## src/rtl/seq_pattern_detector_pkg.sv

```systemverilog
// Shared definitions for the serial pattern detector: FSM encoding and
// default sizing constants.
package seq_det_pkg;

  localparam int DEF_PAT_W = 4;
  localparam int DEF_CNT_W = 8;

  typedef enum logic {
    ST_FILL  = 1'b0,
    ST_ARMED = 1'b1
  } det_state_e;

endpackage

```

## src/rtl/seq_pattern_detector_sat_counter.sv

```systemverilog
// Saturating event counter: clear wins over increment, holds at all-ones.
module sat_counter #(
  parameter int W = 8
) (
  input  logic         clk,
  input  logic         rst,
  input  logic         inc,
  input  logic         clr,
  output logic [W-1:0] q
);

  logic [W-1:0] q_q;
  logic [W-1:0] q_d;

  // next count: clear has priority, increment stops at all-ones
  always_comb begin
    q_d = q_q;
    if (clr) begin
      q_d = '0;
    end else if (inc && (q_q != {W{1'b1}})) begin
      q_d = q_q + 1'b1;
    end
  end

  // count register
  always_ff @(posedge clk or posedge rst) begin
    if (rst) begin
      q_q <= '0;
    end else begin
      q_q <= q_d;
    end
  end

  assign q = q_q;

endmodule

```

## src/rtl/seq_pattern_detector.sv

```systemverilog
// Serial bit-pattern detector with runtime pattern/mask, overlap control and
// a saturating match counter.
//
//   state    | meaning
//   ---------+------------------------------------------------------------
//   ST_FILL  | fewer than PAT_W bits accepted since restart; no match yet
//   ST_ARMED | window holds PAT_W fresh bits; every accepted bit is compared
//
// rem_q counts down the bits still needed before a compare may fire; the
// terminal value 1 means the bit being accepted completes the window.
module seq_pattern_detector
  import seq_det_pkg::*;
#(
  parameter int                 PAT_W   = DEF_PAT_W,
  parameter logic [PAT_W-1:0]   RST_PAT = PAT_W'(4'b1101),
  parameter int                 CNT_W   = DEF_CNT_W
) (
  input  logic             clk,
  input  logic             rst,
  input  logic             in_valid,
  input  logic             in_bit,
  input  logic             cfg_load,
  input  logic [PAT_W-1:0] cfg_pattern,
  input  logic [PAT_W-1:0] cfg_mask,
  input  logic             cfg_overlap,
  input  logic             clr_cnt,
  output logic [PAT_W-1:0] window,
  output logic             match,
  output logic             armed,
  output logic [CNT_W-1:0] match_cnt
);

  localparam int               REM_W    = $clog2(PAT_W + 1);
  localparam logic [REM_W-1:0] REM_FULL = REM_W'(PAT_W);
  localparam logic [REM_W-1:0] REM_LAST = REM_W'(1);

  logic [PAT_W-1:0] window_q, window_d;
  logic [PAT_W-1:0] pat_q, pat_d;
  logic [PAT_W-1:0] mask_q, mask_d;
  logic             ovl_q, ovl_d;
  logic             match_q, match_d;
  logic [REM_W-1:0] rem_q, rem_d;
  det_state_e       state_q, state_d;

  logic [PAT_W-1:0] nxt;
  logic             hit;

  // compare against the window as it will look after this bit is shifted in;
  // a load in the same cycle drops the bit, so it can never hit
  always_comb begin
    nxt = {window_q[PAT_W-2:0], in_bit};
    hit = in_valid && !cfg_load
          && (((nxt ^ pat_q) & mask_q) == '0)
          && (rem_q <= REM_LAST);
  end

  // next-state: config load restarts detection, accepted bits shift and arm
  always_comb begin
    window_d = window_q;
    pat_d    = pat_q;
    mask_d   = mask_q;
    ovl_d    = ovl_q;
    rem_d    = rem_q;
    state_d  = state_q;
    match_d  = 1'b0;

    if (cfg_load) begin
      pat_d    = cfg_pattern;
      mask_d   = cfg_mask;
      ovl_d    = cfg_overlap;
      window_d = '0;
      rem_d    = REM_FULL;
      state_d  = ST_FILL;
    end else if (in_valid) begin
      window_d = nxt;
      match_d  = hit;
      if (rem_q != '0) begin
        rem_d = rem_q - 1'b1;
      end
      case (state_q)
        ST_FILL: begin
          // the completing bit may itself hit; non-overlap then restarts fill
          if (hit && !ovl_q) begin
            rem_d = REM_FULL;
          end else if (rem_q == REM_LAST) begin
            state_d = ST_ARMED;
          end
        end
        ST_ARMED: begin
          if (hit && !ovl_q) begin
            rem_d   = REM_FULL;
            state_d = ST_FILL;
          end
        end
        default: begin
          state_d = ST_FILL;
        end
      endcase
    end
  end

  // state and config registers
  always_ff @(posedge clk or posedge rst) begin
    if (rst) begin
      window_q <= '0;
      pat_q    <= RST_PAT;
      mask_q   <= '1;
      ovl_q    <= 1'b1;
      rem_q    <= REM_FULL;
      state_q  <= ST_FILL;
      match_q  <= 1'b0;
    end else begin
      window_q <= window_d;
      pat_q    <= pat_d;
      mask_q   <= mask_d;
      ovl_q    <= ovl_d;
      rem_q    <= rem_d;
      state_q  <= state_d;
      match_q  <= match_d;
    end
  end

  sat_counter #(.W(CNT_W)) u_match_cnt (
    .clk (clk),
    .rst (rst),
    .inc (hit),
    .clr (clr_cnt),
    .q   (match_cnt)
  );

  assign window = window_q;
  assign match  = match_q;
  assign armed  = (state_q == ST_ARMED);

endmodule

```

## config.mk

```make
export PLATFORM = sky130hd
export DESIGN_NAME = seq_pattern_detector
export DESIGN_NICKNAME = d
export VERILOG_FILES = /design/src/rtl/seq_pattern_detector_pkg.sv /design/src/rtl/seq_pattern_detector_sat_counter.sv /design/src/rtl/seq_pattern_detector.sv
export SDC_FILE = /design/constraint.sdc
export NUM_CORES = 1
export LEC_CHECK = 0
export CAP_MARGIN = 5
export CORE_MARGIN = 4
export CORE_UTILIZATION = 54
export CTS_CLUSTER_DIAMETER = 40
export DETAILED_ROUTE_END_ITERATION = 16
export PLACE_DENSITY = 0.83
export SETUP_SLACK_MARGIN = 0.3
export SYNTH_ARGS = -nofsm -noshare
export SYNTH_HDL_FRONTEND = slang
export SYNTH_HIERARCHICAL = 1
export SYNTH_SLANG_ARGS = --single-unit
```

## constraint.sdc

```tcl
create_clock -name clk -period 4.2 [get_ports clk]
set_clock_uncertainty 0.2 [all_clocks]
set_input_delay 0.84 -clock clk [delete_from_list [all_inputs] [get_ports clk]]
set_output_delay 0.84 -clock clk [all_outputs]
set_load 0.02 [all_outputs]
```

==> impl_metrics.py <==
metrics = {
    "global_route": {
        "overflow": 0,
        "grt_max_degree": 19,
        "antenna_found_initial": 0,
        "grt_pass1_vias": 974,
        "grt_use_total_pct": 16.03,
        "grt_pass1_wl_um": 4271,
    },
    "placed_design": {
        "pre_cts_slack_ns": 0.6866,
        "dpl.hpwl_um": 2033,
        "place.gp.congestion": 0.8885,
        "numPortBuffers": 28,
    },
    "power_and_ir_drop": {
        "cellPowerDensity_mw_per_mm2": 278.7,
        "leakagePower_uw": 0.0007422,
        "ir_worst_vdd_v": 0.0002053,
    },
    "synthesis": {
        "synth_nets": 137,
        "ys_warn_count": 6,
        "synth_area_mm2": 0.001390,
        "syn_inst": 118,
        "ys_async_sr_fraction_pct": 100.0,
        "synth_flop_cell": "dfrtp_1",
        "synth_edf_count": 0,
        "syn_area_per_cell_um2": 11.78,
        "yosysSeqAreaShare_pct": 47.61,
        "synth_cell_type_count": 40,
        "ys_seq_elements": 26,
    },
    "clocking": {
        "cts-root-buf": "clkbuf_4",
        "holdBufCountCts": 0,
        "htreeDepth": 1,
        "cts_sinks": 26,
        "insertion_delay_ns": 0.31,
        "path_clk_slew_ns": 0.14,
        "postCtsSetupBuffers": 0,
        "cts_buffers": 3,
        "cts_buffer_depth": 2,
        "cts_tree": "built",
        "ctsResizeCount": 0,
    },
    "cells_and_area": {
        "layout_common_cells": "28 x clkdlybuf4s50_1, 17 x dfrtp_1, 10 x nor2_1",
        "antenna_cells": 0,
        "nets": 166,
        "areaGrowthSynthToFinish_pct": 22.23,
        "drive_gt1_share_pct": 23.29,
        "fill_cells": 189,
        "final_common_cell": "clkdlybuf4s50_1",
    },
    "worst_hold_path": {
        "worst_hold_path_type": "flip-flop to flip-flop",
    },
    "timing": {
        "fin_setup_tns_ns": 0,
        "tightest_slew_ns": 0.6664,
        "clock.fmax_ghz": 0.3148,
        "fin_crit_sh_pct": 75.64,
        "hold_viol_final": 0,
        "worst_slack_ns": 1.023,
        "rsz0062_at_grt": "false",
        "period_needed_ns": 3.177,
        "maxSlewViolCount": 0,
        "maxSlewHeadroom_pct": 55.52,
        "finalSetupViolCount": 0,
    },
    "setup_path": {
        "critical_path_class": "input pin to flip-flop",
        "crit_path_end_kind": "flip-flop",
        "worst-r2r-setup-slack_ns": 1.67,
        "crit_arrival_ns": 3.20,
        "worstPathRequired_ns": 4.22,
        "start_kind": "input pin",
        "cp_max_fo": 8,
    },
    "die": {
        "rows": 18,
        "ioPinCount": 29,
        "start_util_pct": 56.63,
        "die_area_mm2": 0.003450,
        "coreArea_mm2": 0.002455,
        "die_w_um": 58.74,
        "die_h_um": 58.74,
    },
    "run_status": {
        "run_status": "complete, no violations",
    },
    "route": {
        "num_vias": 985,
        "drtIter0Drc": 13,
        "drc": 0,
        "firstDrtPassIters": 4,
        "wl_per_cell_um": 14.80,
        "postRouteAntennaNets": 0,
        "vias_per_cell": 5.597,
        "finalWirelength_um": 2604,
    },
    "flow_run": {
        "drv_cap": 0,
    },
}
## sequential cells by signal, indices dropped and copies added, names as in the netlist
register       count
pat_q              4
mask_q             4
match              1
window             4
ovl_q              1
armed              1
rem_q              3
u_match_cnt/q      8
## worst paths after layout
kind,from,endpoint,depth (start not counted)
setup reg to reg,window[0],u_match_cnt/q[5],6
max in group asynchronous,rst,match,2
hold / removal,pat_q[1],pat_q[1],1
setup / recovery,in_valid,u_match_cnt/q[5],7
min in group asynchronous,rst,u_match_cnt/q[1],2
hold reg to reg,pat_q[1],pat_q[1],1
## where the power goes
part	internal (µW)	switching (µW)	leakage, µW
Clock	37.0	69.2	0.0000150
Combinational	43.5	40.2	0.000400
Sequential	272	11.7	0.000327
Total	352	121	0.000742
## per-layer routing
metal,share of wire [%],vias up,routed length (µm),global-route usage [%]
met1,44,494,1148,20.31
met4,0.58,0,15,3.883
met3,4.2,2,109,2.193
met2,51,19,1330,28.71
met5,0,-,0,0
li1,-,470,-,-
## cell usage after synthesis (2+ instances only)
cell type / count / area (µm²)
mux2_4: 4 / 60.06
mux2i_1: 5 / 50.05
xor2_1: 4 / 35.03
dfrtp_1: 17 / 425.4
buf_6: 3 / 33.78
ha_1: 4 / 50.05
nor3_1: 4 / 20.02
nor2_1: 10 / 37.54
nand4_1: 2 / 12.51
a21oi_1: 2 / 10.01
mux2_2: 9 / 101.4
nand2_1: 5 / 18.77
nand3_1: 2 / 10.01
inv_1: 8 / 30.03
nor3b_1: 2 / 15.01
nor2b_1: 4 / 25.02
a21oi_2: 2 / 17.52
dfstp_2: 9 / 236.5
## final cells by class
cell class,instances,area [µm²],share of cell area [%]
tap,30,37.54,2.209
multi-input combinational,79,655.6,38.59
clock buffer,4,26.28,1.546
sequential,26,661.9,38.95
inverter,8,30.03,1.767
timing repair buffer,29,287.8,16.94
## kinds of logic (layout without fill, tap and decap cells)
logic type | Yosys count | count (layout) | synth area share [%]
muxes | 18 | 18 | 15.21
DFF | 26 | 26 | 47.62
and+or+nand+nor | 36 | 36 | 15.30
buffers and inverters | 13 | 41 | 5.220
adders and majority gates | 4 | 4 | 3.601
AOI/OAI and AO/OA | 16 | 16 | 9.902
xor gates and xnor gates | 5 | 5 | 3.150
## stage by stage
stage	std cells	hold slack [ns]	utilization, %	instance area (µm²)	total power (µW)
2_1_floorplan	118	0.3007	-	1390	343.1
3_3_place_gp	172	0.3064	68.14	1673	367.6
3_5_place_dp	172	0.3488	68.14	1673	372.3
4_1_cts	176	0.3819	69.22	1699	481.4
5_1_grt	176	0.3939	69.22	1699	497.6
6_report	176	0.3706	69.22	1699	473.6
## critical path, stage by stage
cell and delay, ns:
clkdlybuf4s50_1 0.67, nor3b_2 0.25, o21ai_2 0.11, nor3b_1 0.45, nand4_1 0.26, a211oi_2 0.29
mux2_4 0.32
No activity file was read; power rests on OpenSTA's default activity.
